File: src/rtl/step_exec_pkg.sv
// Shared definitions for the single-step sequencer: opcodes, FSM states and
// instruction field positions.
package step_exec_pkg;

  localparam int OPC_HI = 7;
  localparam int OPC_LO = 6;
  localparam int DST_HI = 5;
  localparam int DST_LO = 4;
  localparam int SRC_HI = 3;
  localparam int SRC_LO = 2;
  localparam int IMM_HI = 3;
  localparam int IMM_LO = 0;
  localparam int SH_HI  = 1;
  localparam int SH_LO  = 0;

  typedef enum logic [1:0] {
    OP_LDI = 2'b00,
    OP_ADD = 2'b01,
    OP_SUB = 2'b10,
    OP_SHL = 2'b11
  } opcode_t;

  typedef enum logic [1:0] {
    S_IDLE  = 2'b00,
    S_FETCH = 2'b01,
    S_EXEC  = 2'b10,
    S_WRITE = 2'b11
  } state_t;

endpackage

File: src/rtl/step_regfile.sv
// Four-entry register file: two combinational read ports, one synchronous
// write port, asynchronous clear.
module step_regfile #(
  parameter int WIDTH = 8
) (
  input  logic             clk,
  input  logic             rst,
  input  logic             we,
  input  logic [1:0]       waddr,
  input  logic [WIDTH-1:0] wdata,
  input  logic [1:0]       raddr_a,
  input  logic [1:0]       raddr_b,
  output logic [WIDTH-1:0] rdata_a,
  output logic [WIDTH-1:0] rdata_b
);

  logic [WIDTH-1:0] regs [4];

  always_ff @(posedge clk or posedge rst) begin
    if (rst) begin
      for (int i = 0; i < 4; i++) regs[i] <= '0;
    end else if (we) begin
      regs[waddr] <= wdata;
    end
  end

  assign rdata_a = regs[raddr_a];
  assign rdata_b = regs[raddr_b];

endmodule

File: src/rtl/step_exec_ctrl.sv
// Single-step sequencer: each step rising edge latches sw as an instruction and
// walks it through fetch, execute and write-back on a 4-entry register file.
module step_exec_ctrl
  import step_exec_pkg::*;
#(
  parameter int WIDTH = 8,
  parameter int CNT_W = 8
) (
  input  logic             clk,
  input  logic             rst,
  input  logic             step,
  input  logic [WIDTH-1:0] sw,
  output logic [WIDTH-1:0] result,
  output logic             flag,
  output logic             busy,
  output logic [CNT_W-1:0] instr_count,
  output state_t           state
);

  state_t             state_next;
  logic               step_q;
  logic               start;
  logic [WIDTH-1:0]   ir;
  logic [WIDTH-1:0]   a;
  logic [WIDTH-1:0]   b;
  logic [WIDTH-1:0]   alu_res;
  logic               alu_flag;
  logic [WIDTH-1:0]   rd_a;
  logic [WIDTH-1:0]   rd_b;
  logic [WIDTH-1:0]   alu_val;
  logic               alu_c;
  logic [WIDTH:0]     sum;
  logic [2*WIDTH-1:0] shl_full;

  opcode_t    op;
  logic [1:0] dst;
  logic [1:0] src;
  logic [1:0] sh;
  logic [3:0] imm;

  assign op  = opcode_t'(ir[OPC_HI:OPC_LO]);
  assign dst = ir[DST_HI:DST_LO];
  assign src = ir[SRC_HI:SRC_LO];
  assign sh  = ir[SH_HI:SH_LO];
  assign imm = ir[IMM_HI:IMM_LO];

  // step_q resets high so a press held across reset release is not an edge.
  assign start = step & ~step_q & (state == S_IDLE);

  step_regfile #(.WIDTH(WIDTH)) u_regfile (
    .clk     (clk),
    .rst     (rst),
    .we      (state == S_WRITE),
    .waddr   (dst),
    .wdata   (alu_res),
    .raddr_a (dst),
    .raddr_b (src),
    .rdata_a (rd_a),
    .rdata_b (rd_b)
  );

  always_ff @(posedge clk or posedge rst) begin
    if (rst) state <= S_IDLE;
    else     state <= state_next;
  end

  always_comb begin
    state_next = state;
    case (state)
      S_IDLE:  if (start) state_next = S_FETCH;
      S_FETCH: state_next = S_EXEC;
      S_EXEC:  state_next = S_WRITE;
      S_WRITE: state_next = S_IDLE;
      default: state_next = S_IDLE;
    endcase
  end

  always_comb begin
    alu_val  = '0;
    alu_c    = 1'b0;
    sum      = {1'b0, a} + {1'b0, b};
    shl_full = {{WIDTH{1'b0}}, a} << sh;
    case (op)
      OP_LDI: alu_val = {{(WIDTH-4){1'b0}}, imm};
      OP_ADD: begin
        alu_val = sum[WIDTH-1:0];
        alu_c   = sum[WIDTH];
      end
      OP_SUB: begin
        alu_val = a - b;
        alu_c   = (a < b);
      end
      OP_SHL: begin
        alu_val = shl_full[WIDTH-1:0];
        alu_c   = |shl_full[2*WIDTH-1:WIDTH];
      end
      default: ;
    endcase
  end

  always_ff @(posedge clk or posedge rst) begin
    if (rst) begin
      step_q      <= 1'b1;
      busy        <= 1'b0;
      ir          <= '0;
      a           <= '0;
      b           <= '0;
      alu_res     <= '0;
      alu_flag    <= 1'b0;
      result      <= '0;
      flag        <= 1'b0;
      instr_count <= '0;
    end else begin
      step_q <= step;
      busy   <= (state_next != S_IDLE);
      case (state)
        S_IDLE:  if (start) ir <= sw;
        S_FETCH: begin
          a <= rd_a;
          b <= rd_b;
        end
        S_EXEC: begin
          alu_res  <= alu_val;
          alu_flag <= alu_c;
        end
        S_WRITE: begin
          result      <= alu_res;
          flag        <= alu_flag;
          instr_count <= instr_count + CNT_W'(1);
        end
        default: ;
      endcase
    end
  end

endmodule

File: config.mk
export PLATFORM = sky130hd
export DESIGN_NAME = step_exec_ctrl
export DESIGN_NICKNAME = d
export VERILOG_FILES = /design/src/rtl/step_exec_pkg.sv /design/src/rtl/step_regfile.sv /design/src/rtl/step_exec_ctrl.sv
export SDC_FILE = /design/constraint.sdc
export NUM_CORES = 1
export LEC_CHECK = 0
export ABC_AREA = 1
export CELL_PAD_IN_SITES_DETAIL_PLACEMENT = 1
export CELL_PAD_IN_SITES_GLOBAL_PLACEMENT = 2
export CORE_MARGIN = 2
export CORE_UTILIZATION = 32
export CTS_CLUSTER_DIAMETER = 120
export DETAILED_ROUTE_END_ITERATION = 10
export PLACE_DENSITY = 0.87
export SLEW_MARGIN = 30
export SYNTH_ARGS = -nofsm -noshare
export SYNTH_HDL_FRONTEND = slang
export SYNTH_SLANG_ARGS = --single-unit
export TNS_END_PERCENT = 100
File: constraint.sdc
create_clock -name clk -period 2.9 [get_ports clk]
set_clock_uncertainty 0.05 [all_clocks]
set_input_delay 0.87 -clock clk [delete_from_list [all_inputs] [get_ports clk]]
set_output_delay 0.87 -clock clk [all_outputs]
set_load 0.02 [all_outputs]
== Word level (Yosys, flattened, before mapping) ==
Index checks and enable logic that the tools add are counted.

* Logic and storage cells: 53
* Bits in registers: 86
* Output and inout port bits: 20
* Input port bits: 11

* $lt $le $gt $ge: 4
* Reduce and logical (&&, ||, !) cells: 6
* Mux-type cells: 13
* Equal/unequal tests: 6
* Shift operators: 1
* $add $sub $neg: 3
* Bitwise operators: 5

{| class="wikitable"
|+ Operators by type and width
! operator !! number
|-
| $mux W8 || 5
|-
| $bmux W8 S2 || 2
|-
| $bwmux W32 || 1
|-
| $pmux W8 S4 || 1
|-
| $demux W8 S2 || 1
|-
| $shl A8 B2 Y16 || 1
|-
| $add A8 B8 Y9 || 1
|-
| $add A8 B1 Y8 const B || 1
|-
| $eq A2 B2 Y1 const B || 4
|-
| $lt A8 B8 Y1 || 1
|-
| $pmux W2 S4 || 1
|-
| $reduce_or A8 Y1 || 1
|-
| $sub A8 B8 Y8 || 1
|-
| $ge A3 B3 Y1 const B || 2
|-
| $not A2 Y3 || 2
|-
| $eq A2 B1 Y1 const B || 2
|-
| $logic_not A2 Y1 || 2
|-
| $lt A3 B1 Y1 const B || 1
|-
| $pmux W1 S3 || 1
|-
| $and A1 B1 Y1 || 2
|-
| $mux W2 || 1
|-
| $reduce_and A2 Y1 || 1
|-
| $reduce_bool A2 Y1 || 1
|-
| $logic_and A1 B1 Y1 || 1
|-
| $not A1 Y1 || 1
|}

== Logic depth before layout (Yosys ltp) ==
* Depth after elaboration: 6
* Depth in mapped cells: 13
* Depth with buffers taken out: 13

== Hierarchy ==
From an unflattened synthesis, not the netlist that was laid out.

* Cell total of the unflattened synthesis: 708
* Area total of the unflattened synthesis: 5276.3 sq um

{| class="wikitable"
|+ Modules (own cells, without submodules)
! module !! cells an instance !! times used !! area each (sq um) !! seq. area each (sq um)
|-
| step_exec_ctrl || 410 || 1 || 3219.3 || 1352.5
|-
| step_regfile || 298 || 1 || 2057.0 || 800.8
|}

== Worst setup path after synthesis ==
No wires, ideal clock.

* Path kind: register to register
* Start: register a[0]
* End: register alu_res[4]
* Cell stages (with the launch flop): 13
* Period minus slack after synthesis: 1.760 ns
* Arrival time: 1.645 ns
* Required time: 2.785 ns
* Slack: 1.140 ns
* Path buffers: 0
* Cells stage by stage: dfrtp_1 > inv_1 > ha_1 > inv_1 > fa_1 > nand2_1 > nand2_1 > and2_1 > nand2_1 > nand2_1 > o211ai_1 > nand2_1 > nand2_1

* Cells in the longest elaborated chain, start to end: 2

{| class="wikitable"
|+ Ends and longest elaborated chain
! element !! line !! text
|-
| start: declaration || step_exec_ctrl.sv:24 || <nowiki>logic [WIDTH-1:0] a;</nowiki>
|-
| start signal: assignment || step_exec_ctrl.sv:119 || <nowiki>a <= rd_a;</nowiki>
|-
| $sub A8 B8 Y8, or another cell as far along || step_exec_ctrl.sv:90 || <nowiki>alu_val = a - b;</nowiki>
|-
| $pmux W8 S4 * || step_exec_ctrl.sv:83 || <nowiki>case (op)</nowiki>
|-
| end signal: assignment || step_exec_ctrl.sv:123 || <nowiki>alu_res <= alu_val;</nowiki>
|-
| end: declaration || step_exec_ctrl.sv:26 || <nowiki>logic [WIDTH-1:0] alu_res;</nowiki>
|}

Mark *: on every way between the ends. The rest lies on a longest branch, timed or not.
A chain may end at the register's enable or synchronous reset.

== Worst setup path in the final report ==
* Start: register state[0]
* End: output state[0]

{| class="wikitable"
|+ RTL lines
! element !! line !! text
|-
| start: declaration || step_exec_ctrl.sv:17 || <nowiki>output state_t state</nowiki>
|-
| start signal: assignment || step_exec_ctrl.sv:64 || <nowiki>else state <= state_next;</nowiki>
|}

No word-level cell between the ends.

==> summary.txt <==
Cells and area
  • Fill count: 1794
  • Antenna diodes: 0
  • Layout area overhead: 15.39%
  • Finished Layout Cells: 820
  • NumNets Final: 669
  • Multi-input gate area: 0.002272 mm^2
  • Layout cell share with drive strength beyond 1: 0.06918
  • FF+latch area: 0.002153 mm^2

Clock network
  • Post-CTS Setup Bufs: 0
  • Hold_buf cts: 0
  • Insertion delay to the later sink of the worst-skew pair: 0.33 ns
  • Clk slew on worst S/H paths: 0.06 ns
  • CTS HTree Levels: 3
  • CTS resizes: 0
  • Root Driver: clkbuf_16
  • CTS Buf Count: 9
  • CTS tree: yes
  • CTS sink count: 86
  • Max clock buf depth: 2

Synthesis
  • Syn nets: 641
  • Gate Count Post-Synth: 605
  • Ys Warns: 0
  • Most used DFF post-synth: dfrtp_1
  • XOR/XNOR share of the synthesized area: 0.01274
  • Count leader, synth: nand2_1
  • Post-Synth Simple-Gate Area: 0.2443
  • Post-synth top area cell: dfrtp_1
  • Unique masters post-synth: 40
  • Mux cell area share after synthesis: 0.002339
  • Commonest cells in the netlist: nand2_1 (169), dfrtp_1 (85), o21ai_0 (66)
  • Register bit total from synthesis: 86
  • Post-synthesis sequential area ratio: 0.4474
  • Compound-Gate Fraction of Synth Area: 0.1445
  • Synth area leaders: dfrtp_1 (44%), nand2_1 (13%), o21ai_0 (6.9%)
  • Avg Synthesized Cell Area: 7.956 um^2
  • Asr flop ratio synth: 1.000
  • Post-synth EDFFs: 0
  • Largest family of logic cells by synthesized area: simple AND/OR/NAND/NOR gates
  • Mapped cell area: 0.004813 mm^2
  • Synth Area in Adders: 0.06811
  • Synth top area share: 0.4419

Timing
  • Final slew viol count: 0
  • Max Freq: 437.2 MHz
  • Period minus WS final: 2.287 ns
  • Final hold vios: 0
  • Worst slew pin tran: 0.6735 ns
  • Setup tns final: 0 ns
  • # setup viols final: 0
  • Worst slew margin: 0.5501
  • Tcrit/Tclk final: 0.7888
  • Final worst slack: 0.6125 ns
  • RSZ-0062 raised after global routing: no

Global route
  • Vias in the first global route: 4401
  • Largest net degree at the start of global routing: 50
  • Global-route usage over all layers: 0.1696
  • Grt total ovfl: 0
  • Antenna violations before repair: 0
  • First-pass GRT wire length: 22060 um

Pwr
  • Clock share of power: 0.158
  • Logic gate share of total power: 0.515
  • Int Pwr: 3547 uW
  • Sequential Power Share: 0.327
  • P_leak: 0.002702 uW
  • Cell Pwr Density: 1205 mW/mm^2
  • Switch Pwr: 3144 uW
  • Total power: 6691 uW
  • Switching Share: 0.4699
  • VDD IR max: 0.4383 mV

Floorplan
  • IO Pins: 31
  • Initial core utilization: 0.3299
  • DIE WIDTH: 126.6 um
  • DIE AREA: 0.01604 mm^2
  • Die Ht: 126.6 um
  • Num rows: 44
  • Core area: 0.01459 mm^2

Critical path
  • Worst Path Buf+Inv: 1
  • Critical path class: reg -> out
  • Worst Path Required: 1.98 ns
  • Critical path fanouts, max: 4
  • WP data arrival: 1.37 ns
  • CP Launch Type: flop
  • Slowest CP cell: clkdlybuf4s50_1
  • Crit-path max cell delay: 0.63 ns
  • Critical path origin: state[0]
  • CP top delay family: buffers and inverters
  • Worst path cell trace: clkdlybuf4s50_1
  • FF-to-FF Start: a[0]
  • Crit path capture type: output port

Route
  • First DRT Iteration DRCs: 189
  • Total wire length: 12710 um
  • Vias post-DR: 4086
  • Drt first pass iters: 4
  • Drt wl/cell: 15.50 um
  • Routed Antenna Nets: 0
  • Via density: 4.983
  • Drc violations: 0

Outcome
  • Status: finished, final reports clean

Min path
  • Hold_sp: flag
  • Min-delay worst type: reg -> reg

Place
  • Detailed Place HPWL: 9921 um
  • Placed insts: 806
  • RD Place Congestion: 0.8342
  • Dpl ws: 0.6527 ns
  • Port-buffer cells: 30

Job
  • Max-cap violations: 0
## final timing paths
path                            cells after the start                 to  slack [ns]
worst max-delay path                                1           state[0]        0.61
worst min-delay path                                2               flag        0.44
worst max register to register                     12         alu_res[4]        0.83
worst min register to register                      2               flag        0.44
max in group asynchronous                           3  u_regfile.regs[9]        1.22
min in group asynchronous                           2           state[1]        0.94
## per-layer routing
metal  vias to the layer above  wire length (um)  share of wire  track usage
met1                      1989              6315           0.50       0.2287
li1                       2025                 -              -            -
met5                         -                 0              0            0
met3                        18               267          0.021      0.02952
met2                        54              5891           0.46       0.2746
met4                         0               234          0.018      0.06141
## stage by stage
stage	cell area, um^2	hold slack (ns)	utilization
6_report	5554	0.4362	0.3807
5_1_grt	5554	0.4630	0.3807
4_1_cts	5554	0.4365	0.3807
3_5_place_dp	5279	0.4195	0.3618
3_3_place_gp	5279	0.4074	0.3618
2_1_floorplan	4817	0.3988	-
## worst min-delay path, cell delays in order (launching register included)
cell	delay [ns]
dfrtp_1	0.35
nand2_1	0.06
nand2_1	0.05
## kinds of logic (layout without fill, tap and decap cells)
kind of cell	count (synthesis)	in the layout
compound gates	124	124
xor+xnor	7	7
fa+ha+maj	25	25
buf+inv	88	119
flops	86	86
mux	1	1
simple gates	274	274
## sequential cells by signal, indices dropped and copies added (netlist names)
| register | count |
|---|---|
| instr_count | 8 |
| state | 2 |
| b | 8 |
| step_q | 1 |
| u_regfile.regs | 32 |
| alu_flag | 1 |
| alu_res | 8 |
| a | 8 |
| flag | 1 |
| busy | 1 |
| ir | 8 |
| result | 8 |
## power by group through the flow
stage                     clock, uW  sequential [uW]  combinational [uW]
after floorplan                   0             2150                2400
after global placement            0             2160                3310
after detailed placement          0             2190                3450
after CTS                      1080             2180                3480
after global routing           1140             2260                3940
final                          1060             2190                3450
## cell type report
| cell class | instances | share of cell area |
|---|---|---|
| Timing Repair Buffer | 36 | 0.06443 |
| Multi-Input combinational cell | 431 | 0.4091 |
| Sequential cell | 86 | 0.3877 |
| Clock buffer | 13 | 0.04866 |
| Inverter | 69 | 0.04776 |
| Tap cell | 184 | 0.04145 |
| Clock inverter | 1 | 0.0009011 |
## cell usage in the layout, fill, tap and decap left out, drive strengths merged, types with 3 or more instances in the layout
cell type / instances
nand2: 173
dfrtp: 85
o21ai: 82
inv: 67
nor2: 56
clkdlybuf4s50: 30
nand3: 28
ha: 23
a21oi: 19
clkbuf: 13
o22ai: 12
nand4: 8
buf: 6
xor2: 5
nand3b: 4
a31oi: 3
o211ai: 3
a22oi: 3
Note: power is estimated with default switching activity, not from simulation.
